==> src/rtl/ef_dac_streamer_pkg.sv <==
// ef_dac_streamer_pkg: FSM states, AHB-Lite encodings and target-level threshold shared by the streamer.
package ef_dac_streamer_pkg;
  typedef enum logic [2:0] {
    IDLE,
    ADDR,
    DATA,
    ERR
`ifdef EF_DAC_STREAMER_LEVEL_POLL_EN
    ,
    PADDR,
    PDATA
`endif
  } state_e;
  localparam logic [1:0] HTRANS_IDLE = 2'b00;
  localparam logic [1:0] HTRANS_NONSEQ = 2'b10;
  localparam logic [2:0] HSIZE_WORD = 3'b010;
  localparam logic [4:0] LEVEL_FULL = 5'd16;
endpackage

==> src/rtl/ef_dac_streamer_fifo.sv <==
// ef_dac_streamer_fifo: synchronous sample FIFO; two_o flags at least two entries for write pipelining.
module ef_dac_streamer_fifo #(
  parameter int W = 10,
  parameter int DEPTH = 4
) (
  input  logic         clk_i,
  input  logic         rst_ni,
  input  logic         push_i,
  input  logic [W-1:0] data_i,
  input  logic         pop_i,
  output logic [W-1:0] data_o,
  output logic         full_o,
  output logic         empty_o,
  output logic         two_o
);
  localparam int AW = $clog2(DEPTH);
  logic [W-1:0] mem_q [DEPTH];
  logic [AW-1:0] wp_q, rp_q;
  logic [AW:0] cnt_q;
  always_ff @(posedge clk_i)
    if (push_i) mem_q[wp_q] <= data_i;
  always_ff @(posedge clk_i)
    if (!rst_ni) begin
      wp_q <= '0;
      rp_q <= '0;
      cnt_q <= '0;
    end else begin
      if (push_i) wp_q <= wp_q + AW'(1);
      if (pop_i) rp_q <= rp_q + AW'(1);
      cnt_q <= cnt_q + (AW+1)'(push_i) - (AW+1)'(pop_i);
    end
  assign data_o = mem_q[rp_q];
  assign full_o = cnt_q == (AW+1)'(DEPTH);
  assign empty_o = cnt_q == '0;
  assign two_o = cnt_q > (AW+1)'(1);
endmodule

==> src/rtl/ef_dac_ahbl_streamer.sv <==
// ef_dac_ahbl_streamer: streams buffered DAC samples as AHB-Lite word writes to one target register.
// Define EF_DAC_STREAMER_LEVEL_POLL_EN to read the target FIFO level before every write.
module ef_dac_ahbl_streamer
  import ef_dac_streamer_pkg::*;
#(
  parameter int DATA_W = 10,
  parameter int FIFO_DEPTH = 4,
  parameter logic [31:0] LEVEL_OFS = 32'h8
) (
  input  logic              HCLK,
  input  logic              HRESETn,
  input  logic              start,
  input  logic [31:0]       dst_addr,
  input  logic [15:0]       count,
  input  logic [DATA_W-1:0] s_data,
  input  logic              s_valid,
  output logic              s_ready,
  output logic [31:0]       HADDR,
  output logic [1:0]        HTRANS,
  output logic              HWRITE,
  output logic [2:0]        HSIZE,
  output logic [31:0]       HWDATA,
  input  logic              HREADY,
  input  logic              HRESP,
  input  logic [31:0]       HRDATA,
  output logic              busy,
  output logic              done,
  output logic              err
);
  state_e state_q;
  logic [31:0] addr_q;
  logic [15:0] rem_q;
  logic done_q, err_q, rdy_q;
  logic [DATA_W-1:0] head;
  logic full, empty, two, push, pop, nxt, wr_req, rd_req, unused_rd;
  assign s_ready = rdy_q && !full;
  assign push = s_valid && s_ready;
  assign pop = state_q == DATA && HREADY && !HRESP;
  ef_dac_streamer_fifo #(.W(DATA_W), .DEPTH(FIFO_DEPTH)) u_fifo (
    .clk_i(HCLK), .rst_ni(HRESETn), .push_i(push), .data_i(s_data), .pop_i(pop),
    .data_o(head), .full_o(full), .empty_o(empty), .two_o(two)
  );
`ifdef EF_DAC_STREAMER_LEVEL_POLL_EN
  assign nxt = 1'b0;
  assign rd_req = state_q == PADDR;
  assign HADDR = rd_req ? addr_q + LEVEL_OFS : addr_q;
  assign unused_rd = ^{HRDATA[31:5], two};
`else
  assign nxt = rem_q > 16'd1 && two;
  assign rd_req = 1'b0;
  assign HADDR = addr_q;
  assign unused_rd = ^{HRDATA, LEVEL_OFS};
`endif
  // An error response cancels the pipelined address in its first cycle.
  assign wr_req = (state_q == ADDR && !empty) || (state_q == DATA && nxt && !HRESP);
  assign HTRANS = (wr_req || rd_req) ? HTRANS_NONSEQ : HTRANS_IDLE;
  assign HWRITE = wr_req;
  assign HSIZE = HSIZE_WORD;
  assign HWDATA = state_q == DATA ? 32'(head) : '0;
  assign busy = state_q != IDLE;
  assign done = done_q;
  assign err = err_q;
  always_ff @(posedge HCLK)
    if (!HRESETn) begin
      state_q <= IDLE;
      addr_q <= '0;
      rem_q <= '0;
      done_q <= 1'b0;
      err_q <= 1'b0;
      rdy_q <= 1'b0;
    end else begin
      rdy_q <= 1'b1;
      done_q <= 1'b0;
      case (state_q)
        IDLE:
          if (start) begin
            err_q <= 1'b0;
            addr_q <= dst_addr;
            rem_q <= count;
            if (count == 16'd0) done_q <= 1'b1;
`ifdef EF_DAC_STREAMER_LEVEL_POLL_EN
            else state_q <= PADDR;
`else
            else state_q <= ADDR;
`endif
          end
        ADDR: if (HREADY && !empty) state_q <= DATA;
        DATA:
          if (HRESP) begin
            state_q <= ERR;
            err_q <= 1'b1;
          end else if (HREADY) begin
            rem_q <= rem_q - 16'd1;
            if (rem_q == 16'd1) begin
              state_q <= IDLE;
              done_q <= 1'b1;
`ifdef EF_DAC_STREAMER_LEVEL_POLL_EN
            end else if (!nxt) state_q <= PADDR;
`else
            end else if (!nxt) state_q <= ADDR;
`endif
          end
`ifdef EF_DAC_STREAMER_LEVEL_POLL_EN
        PADDR: if (HREADY) state_q <= PDATA;
        PDATA:
          if (HRESP) begin
            state_q <= ERR;
            err_q <= 1'b1;
          end else if (HREADY) state_q <= HRDATA[4:0] >= LEVEL_FULL ? PADDR : ADDR;
`endif
        default: state_q <= IDLE;
      endcase
    end
endmodule

==> config.mk <==
export PLATFORM = sky130hd
export DESIGN_NAME = ef_dac_ahbl_streamer
export DESIGN_NICKNAME = d
export VERILOG_FILES = /design/src/rtl/ef_dac_streamer_pkg.sv /design/src/rtl/ef_dac_streamer_fifo.sv /design/src/rtl/ef_dac_ahbl_streamer.sv
export SDC_FILE = /design/constraint.sdc
export NUM_CORES = 1
export LEC_CHECK = 0
export BUFFER_PORTS_ARGS = -buffer_cell sky130_fd_sc_hd__buf_2
export CORE_MARGIN = 2
export CORE_UTILIZATION = 50
export CTS_CLUSTER_DIAMETER = 200
export DETAILED_ROUTE_END_ITERATION = 12
export PLACE_DENSITY = 0.81
export SYNTH_ARGS = -nofsm -noshare
export SYNTH_HDL_FRONTEND = slang
export SYNTH_SLANG_ARGS = --single-unit
==> constraint.sdc <==
create_clock -name HCLK -period 2.66 [get_ports HCLK]
set_clock_uncertainty 0.15 [all_clocks]
set_input_delay 0.133 -clock HCLK [delete_from_list [all_inputs] [get_ports HCLK]]
set_output_delay 0.133 -clock HCLK [all_outputs]
set_load 0.02 [all_outputs]
==> metrics, run 1 <==
gate count after technology mapping around 470; largest net degree at the start of global routing 29; fin cells ~730; CTS sink cnt slightly above 100; Crit Path Class primary input to output pin; final WL roughly 11 mm; min cycle time layout 2.53 ns; period utilization 95.0%; Starting Density roughly half; maximum clock frequency ~400 MHz; Post-synth top flop dfxtp_1; routability congestion estimate 0.922; setup violators final 0; RSZ-0062 raised after global routing no; Global Route Usage Sum roughly 22%; DRC Markers 0; FF+latch count, synth around 100; ys async rst share 0%; register area 2440 µm²; multi-input logic area around 1900 µm²; Diodes inserted 0; initial antenna violation count 0; Leak around 2.5 nW; Top Ports 170; Routed Antenna Nets 0; GRT Residual Overflow 0; sequential share of the synthesized area between 50% and 60%; fill cell count roughly 700; CTS tree yes; Clk Tree Root Cell clkbuf_8; post-DP HPWL ~7.2 mm; path type of the worst min-delay path primary input to register; startpoint types primary input; first-pass GRT wire length ~17 mm; Synth-to-Final Area Change 27.7%; status completed; clock latency on the worst-skew pair between 0.3 and 0.4 ns; Initial DRC Count slightly below 300; CP arrival 2.24 ns; number of global-route vias before repair 3710; CTS Buffer Depth 2; Synth top area share 26.7%; die extent in y around 100 µm; CP required around 2.4 ns; largest fanout on the critical path 5; slowest CP cell dlygate4sd3_1; H-tree levels 3; clock-pin slew on the worst setup and hold paths 0.11 ns; CP endpoint kind output pin; Cell variety after synth 61; Pwr per Cell Area roughly 650 nW/µm²; dpl ws approximately 0.33 ns; Slew headroom roughly 58%; peak supply drop about 0.43 mV; area leader, netlist dfxtp_1; Mean Syn Cell Area 9.98 µm²; Yosys Warn Count 0; total power 0.00387 W; worst setup margin ~0.13 ns; Row Count 35; via count between 3000 and 4000; Hold Vio Cnt, Final 0; WL/cell between 15 and 20 µm; Post-CTS Setup Bufs 0; die footprint 10100 µm²; ordered cell list for the critical path dlygate4sd3_1 -> buf_2 -> or3b_1 -> a221o_1 -> a31o_4 -> o21ai_0 -> buf_2; Top cell by count, worst path buf_2; Placed Cells 665; leading cell types in the layout, fill and taps excluded 111 x buf_2, 84 x nand2_1, 62 x dfxtp_1; synth top area cells dfxtp_1 27%, edfxtp_1 26%, nand2_1 6.8%, a21oi_1 5.0%, mux4_2 4.9%; TritonRoute pass-1 iters 5; number of synthesized flops with an enable pin 40; # Max-Cap Violations 0; layout cell share with drive strength beyond 1 about 25%; Slew @ Worst Pin about 0.64 ns; vias per cell about 5.3; commonest non-fill, non-tap cell in the layout buf_2; Slew Viols, Final 0; core area around 9000 µm²; Final nets ~720; Die X-Extent 100 µm; number of port buffers between 100 and 150; total CTS buffers 9; setup TNS 0 ns; max incr delay on CP 0.53 ns; synthesized area 4640 µm²
-- cells by family after synthesis --
logic type	Yosys count	synth area share (%)
buffers and inverters	68	7.85
and+or+nand+nor	169	17.0
muxes	11	5.07
DFF	102	52.6
AOI/OAI and AO/OA	97	13.2
other	2	0.162
adders and majority gates	11	3.13
xor gates and xnor gates	5	0.944
-- worst paths after layout --
path | startpoint | endpoint | slack (ns) | depth (start not counted)
max reg2reg | state_q[1] | u_fifo.cnt_q[2] | 0.32 | 9
min reg2reg | HADDR[23] | HADDR[23] | 0.31 | 2
max | HRESP | HTRANS[1] | 0.13 | 7
min | count[9] | rem_q[9] | 0.02 | 4
-- synthesized netlist by cell type, types with 3 or more instances --
cell type  number
dfxtp_1        62
a41oi_1         3
nor4_1          7
nand2_1        84
xnor2_1         3
mux4_2         10
and2_1         12
o21ai_0        16
nor2_1         31
buf_2           6
nand3_1         5
or2_1           3
a211oi_1        5
ha_1           10
and3_1          5
nor3_1          4
buf_4          27
nand4_1         3
inv_1          12
a21oi_1        46
edfxtp_1       40
nand2b_1        3
clkbuf_1       21
o22ai_1         3
-- state kept, by name, summed over array words and instances (netlist names), named ones only --
name / count
state_q: 2
done: 1
u_fifo.mem_q: 40
HADDR: 32
err: 1
u_fifo.cnt_q: 3
u_fifo.rp_q: 2
u_fifo.wp_q: 2
rem_q: 16
rdy_q: 1
-- layer usage --
metal	up-vias	global-route usage, %	share of wire, %	wire length, µm
met4	0	8.11	2.1	229
met5	-	0	0	0
met3	25	4.25	5.7	632
met2	173	39.0	52	5720
li1	1883	-	-	-
met1	1813	26.2	40	4480
-- layout make-up --
class | count | area share (%)
repair buffers | 172 | 19.5
well taps | 111 | 2.34
inverters | 13 | 0.823
clock inverters | 7 | 1.46
multi-input cells | 319 | 32.6
clock buffers | 9 | 2.09
flip-flops and latches | 102 | 41.2
-- worst max-delay path: cells and delay by family --
kind,cells,cell delay [ns]
compound gates,3,0.75
simple gates,1,0.40
buf+inv,3,0.96
-- through the flow --
step / area, µm² / utilization, % / hold slack (ns)
global placement: 5190 / 57.0 / 0.196
detailed placement: 5190 / 57.0 / 0.205
global route: 5930 / 65.1 / 0.0213
CTS: 5930 / 65.1 / 0.00790
finish: 5930 / 65.1 / 0.0173
floorplan: 4730 / - / 0.0107
-- repair_timing --
action | 4_1_cts | 5_1_grt
endpoints found under the hold margin | 88 | 0
hold buffers | 52 | 0
resized for setup | 0 | 0
-- power by group --
group          total [W]  internal (W)  switching, W  leakage, nW
Clock           0.000990      0.000381      0.000609        0.105
Combinational    0.00102      0.000395      0.000629         1.49
Sequential       0.00186       0.00176      0.000103        0.872
No activity file was read; power rests on OpenSTA's default activity.
==> run 2: changes to the inputs <==
- SYNTH_HIERARCHICAL: unset -> 1
==> metrics, run 2 <==
status completed; CTS tree yes; first-pass GRT wire length 18.7 mm (+7.7%); max FFs per register 40 (unchanged); post-DP HPWL 7.63 mm (+6.1%); final WL 11.7 mm (+5.4%); fin cells 731 (-0.27%); routability congestion estimate 0.908 (-1.4%); synth cell count leaders 73 x nand2_1, 62 x dfxtp_1, 49 x a21oi_1; setup TNS 0 ns (unchanged); Hold Vio Cnt, Final 0 (unchanged); TritonRoute pass-1 iters 6 (+1); Global Route Usage Sum 23.8% (+1.9 points); Slew Viols, Final 0 (unchanged); DRC Markers 0 (unchanged); ys async rst share 0% (unchanged); Cell variety after synth 59 (-3.3%); Post-synth top flop dfxtp_1; path type of the worst min-delay path primary input to register; H-tree levels 3 (unchanged); Routed Antenna Nets 0 (unchanged); layout cell share with drive strength beyond 1 26.6% (+1.2 points); vias per cell 5.43 (+2.2%); Starting Density 50.9% (-0.082 points); Clk Tree Root Cell clkbuf_8; Row Count 35 (unchanged); setup violators final 0 (unchanged); worst reg2reg setup slack 0.34 ns (+0.02 ns); CP required 2.38 ns (about the same); Die X-Extent 100 µm (about the same); synthesized area 4630 µm² (-0.16%); Initial DRC Count 268 (-8.2%); CP arrival 2.20 ns (-0.04 ns); maximum clock frequency 402 MHz (+1.6%); initial antenna violation count 0 (unchanged); GRT Residual Overflow 0 (unchanged); # Max-Cap Violations 0 (unchanged); via count 3969 (+1.9%); number of port buffers 111 (unchanged); Crit Path Class register to output pin; FF+latch count, synth 102 (unchanged); RSZ-0062 raised after global routing no; Diodes inserted 0 (unchanged); leading cell types in the layout, fill and taps excluded 111 x buf_2, 73 x nand2_1, 62 x dfxtp_1; clock latency on the worst-skew pair 0.35 ns (about the same); commonest non-fill, non-tap cell in the layout buf_2; area leader, netlist dfxtp_1; Mean Syn Cell Area 10.2 µm² (+2.5%); Hold Path End rem_q[1]; number of global-route vias before repair 3852 (+3.8%); Slew @ Worst Pin 0.700 ns (+0.0634 ns); die footprint 10100 µm² (-0.16%); Placed Cells 662 (-0.45%); gate count after technology mapping 453 (-2.6%); Slew headroom 53.2% (-4.3 points); number of synthesized flops with an enable pin 40 (unchanged); Top Ports 170 (unchanged); total CTS buffers 9 (unchanged); startpoint types register; largest fanout on the critical path 8 (+3); Synth top area share 26.8% (+0.043 points); post_cts resized 0 (unchanged); Pwr per Cell Area 570 nW/µm² (-13%); sequential share of the synthesized area 52.7% (+0.085 points); CTS sink cnt 102 (unchanged); WL/cell 15.9 µm (+5.6%); Final nets 721 (-0.41%); min cycle time layout 2.49 ns (-0.0398 ns); Synth-to-Final Area Change 27.5%; Leak 2.46 nW (-0.23%); clock-pin slew on the worst setup and hold paths 0.10 ns (about the same); reg2reg path depth 8 (-1); Crit Reg-Reg Endpoint u_fifo/cnt_q[2]; CP endpoint kind output pin; Hold Path Cell Cnt 3 (-1); final core area utilization 64.8% (-0.21 points); period utilization 93.5% (-1.5 points); synth top area cells dfxtp_1 27%, edfxtp_1 26%, nand2_1 5.9%, a21oi_1 5.3%, mux4_2 4.9%; die extent in y 100 µm (about the same); largest net degree at the start of global routing 34 (+17%); Reg with most FFs u_fifo/mem_q; worst r2r src state_q[0]; peak supply drop 0.319 mV (-26%); CTS Buffer Depth 2 (unchanged); core area 9110 µm² (unchanged); Hold Startpoint count[1]; Yosys Warn Count 6 (+6); top-count cell post-synth nand2_1
[run 2: cell types whose count changed after synthesis, moves of 3 or more]
| cell | previous run | this run |
|---|---|---|
| and2_1 | 12 | 17 |
| o211ai_1 | 1 | 5 |
| nor3b_1 | 0 | 4 |
| a21oi_1 | 46 | 49 |
| nand2_1 | 84 | 73 |
| nor2_1 | 31 | 26 |
| a41oi_1 | 3 | 0 |
| and3_1 | 5 | 1 |
| o21ai_0 | 16 | 13 |
| clkbuf_1 | 21 | 16 |
[run 2: how the worst max path moves through the flow]
stage / startpoint / endpoint / slack (ns) / cells after the start
floorplan: u_fifo/cnt_q[1] / u_fifo/cnt_q[2] / 0.54 / 8
global placement: state_q[0] / u_fifo/cnt_q[2] / 0.48 / 8
detailed placement: state_q[0] / u_fifo/cnt_q[2] / 0.42 / 8
CTS: rem_q[7] / HTRANS[1] / 0.18 / 5
global route: rem_q[4] / HWRITE / 0.06 / 5
finish: rem_q[4] / HWRITE / 0.17 / 5
[run 2: logic make-up after synthesis]
family | after synthesis | share of synthesized area [%]
mux | 12 | 5.29
fa+ha+maj | 10 | 2.86
compound gates | 93 | 12.2
flops | 102 | 52.7
xor+xnor | 3 | 0.567
other cells | 2 | 0.162
simple gates | 167 | 18.4
buf+inv | 64 | 7.75
[run 2: worst max-delay path, cell delays in order (launching register included)]
cell      delay, ns
dfxtp_1        0.39
nor3_2         0.53
o211ai_1       0.21
o211ai_1       0.28
o21ai_0        0.22
buf_2          0.21
[run 2: repair_timing]
item	in CTS	in global routing
hold buffers	50	0
setup buffers	0	3
endpoints found under the hold margin	80	0
setup endpoints to repair	0	2
[run 2: stage by stage]
stage / instance area (µm²) / power [W] / hold slack [ns] / setup WS [ns]
2_1_floorplan: 4720 / 0.00224 / 0.0107 / 0.537
3_3_place_gp: 5210 / 0.00239 / 0.193 / 0.484
3_5_place_dp: 5210 / 0.00242 / 0.201 / 0.416
4_1_cts: 5880 / 0.00335 / 0.0127 / 0.184
5_1_grt: 5910 / 0.00352 / 0.0198 / 0.0572
6_report: 5910 / 0.00337 / 0.0238 / 0.173
[run 2: power by group]
part	switching (W)	internal [W]	total (W)
Combinational	0.000408	0.000285	0.000693
Sequential	0.0000692	0.00171	0.00178
Clock	0.000541	0.000353	0.000894
Total	0.00102	0.00235	0.00337
[run 2: cell type report]
cell class / count / area, µm²
inverters: 14 / 52.6
clock inverters: 5 / 43.8
well taps: 111 / 139
multi-input cells: 311 / 1920
flip-flops and latches: 102 / 2440
repair buffers: 177 / 1180
clock buffers: 11 / 131
fillers: 680 / 3200
[run 2: metal layers]
metal / GRT usage, % / share of wire [%] / vias to the layer above
li1: - / - / 1871
met4: 9.48 / 2.6 / 0
met3: 5.08 / 7.0 / 31
met5: 0 / 0 / -
met2: 42.0 / 51 / 195
met1: 28.3 / 39 / 1872
==> run 3: changes to the inputs <==
- BUFFER_PORTS_ARGS: -buffer_cell sky130_fd_sc_hd__buf_2 -> unset
- CORE_UTILIZATION: 50 -> 63
- DONT_BUFFER_PORTS: unset -> 1
- PLACE_DENSITY: 0.81 -> 0.79
==> metrics, run 3 (synthesis results as in run 2) <==
Initial DRC Count 283 (+5.6%); Starting Density 64.6% (+14 points); DRC Markers 0 (unchanged); worst reg2reg setup slack 0.07 ns (-0.27 ns); max incr delay on CP 0.59 ns (+0.06 ns); Worst Setup SP state_q[0]; leading cell types in the layout, fill and taps excluded 73 x nand2_1, 64 x dlygate4sd3_1, 62 x dfxtp_1; initial antenna violation count 0 (unchanged); Crit Path Class register to register; CP arrival 2.74 ns (+0.54 ns); post-DP HPWL 6.57 mm (-14%); Top Ports 170 (unchanged); die footprint 8060 µm² (-20%); GRT Residual Overflow 0 (unchanged); peak supply drop 0.464 mV (+46%); Synth-to-Final Area Change 18.6%; Slew Viols, Final 0 (unchanged); Diodes inserted 0 (unchanged); CP endpoint rem_q[14]; total power 0.00345 W (+2.3%); number of global-route vias before repair 3620 (-6.0%); maximum clock frequency 386 MHz (-4.1%); period utilization 97.4% (+4.0 points); startpoint types register; Leak 2.03 nW (-17%); Slew @ Worst Pin 1.15 ns (+0.451 ns); Hold Vio Cnt, Final 0 (unchanged); CP required 2.81 ns (+0.43 ns); max FFs per register 40 (unchanged); fin cells 619 (-15%); Die X-Extent 89.8 µm (-10%); CTS sink cnt 102 (unchanged); status completed; setup TNS 0 ns (unchanged); TritonRoute pass-1 iters 5 (-1); total CTS buffers 9 (unchanged); setup violators final 0 (unchanged); Global Route Usage Sum 27.2% (+3.4 points); commonest non-fill, non-tap cell in the layout nand2_1; clock latency on the worst-skew pair 0.36 ns (about the same); Placed Cells 535 (-19%); # Max-Cap Violations 0 (unchanged); vias per cell 5.95 (+9.6%); CTS Buffer Depth 2 (unchanged); CP endpoint kind register; number of port buffers 0 (-100%); first-pass GRT wire length 17.5 mm (-6.5%); Clk Tree Root Cell clkbuf_8; slowest CP cell nor2_2; Reg with most FFs u_fifo/mem_q; path type of the worst min-delay path primary input to register; min cycle time layout 2.59 ns (+0.105 ns); ordered cell list for the critical path and4bb_2 -> nor2_2 -> nor3_1 -> a211oi_1 -> dlygate4sd3_1; routability congestion estimate 0.904 (-0.48%); H-tree levels 3 (unchanged); largest net degree at the start of global routing 43 (+26%); Pwr per Cell Area 627 nW/µm² (+10%); layout cell share with drive strength beyond 1 10.0% (-17 points); final WL 10.8 mm (-7.2%); via count 3683 (-7.2%); Routed Antenna Nets 0 (unchanged); Row Count 31 (-11%); Hold Slack 0.0380 ns (+0.0142 ns); worst r2r src state_q[0]; clock-pin slew on the worst setup and hold paths 0.09 ns (about the same); Crit Reg-Reg Endpoint rem_q[14]; WL/cell 17.5 µm (+9.6%); reg2reg path depth 5 (-3); Slew headroom 22.8% (-30 points); final core area utilization 76.6% (+12 points); core area 7180 µm² (-21%); largest fanout on the critical path 16 (+8); Final nets 621 (-14%); CTS tree yes; die extent in y 89.8 µm (-10%)
==> run 3: power breakdown <==
part           switching [W]  internal [W]  leakage [nW]
registers           0.000122       0.00171         0.872
clock network       0.000538      0.000503         0.111
logic               0.000331      0.000240          1.05
total               0.000992       0.00245          2.03
==> run 3: layout make-up <==
class                      instances  area (µm²)
sequential                       102        2440
multi-input combinational        311        1920
fill                             479        1680
timing repair buffer              77         738
clock buffer                      11         153
tap                               99         124
clock inverter                     5        63.8
inverter                          14        52.6
==> run 3: per-stage QoR <==
stage / cell area [µm²] / worst slack, ns
after floorplan: 4720 / 0.537
after global placement: 4610 / 0.477
after detailed placement: 4610 / 0.422
after CTS: 5470 / 0.152
after global routing: 5500 / -0.0352
final: 5500 / 0.0678
==> run 3: per-layer routing <==
| metal | global-route usage [%] | routed length (µm) |
|---|---|---|
| met1 | 32.6 | 4180 |
| met3 | 6.96 | 835 |
| met5 | 0 | 0 |
| met2 | 47.2 | 5490 |
| met4 | 10.5 | 306 |
==> run 3: how the worst min path moves through the flow <==
stage               startpoint    end  slack, ns  cells after the start
floorplan              HRESETn  rdy_q       0.01                      0
global placement       HRESETn  rdy_q       0.01                      0
detailed placement     HRESETn  rdy_q       0.01                      0
CTS                  count[15]   done    0.00004                      4
global route         count[15]   done       0.04                      4
finish               count[15]   done       0.04                      4
==> run 3: what timing repair did <==
item / CTS / global route
hold buffers: 64 / 0
setup buffers: 0 / 4
endpoints found under the setup margin: 0 / 1
gates resized for setup: 0 / 0
endpoints found under the hold margin: 101 / 0
==> run 3: worst max-delay path: cells and delay by family, from the launching register on <==
kind / cells / cell delay (ns)
simple gates: 3 / 1.08
buf+inv: 1 / 0.58
flops: 1 / 0.52
compound gates: 1 / 0.20
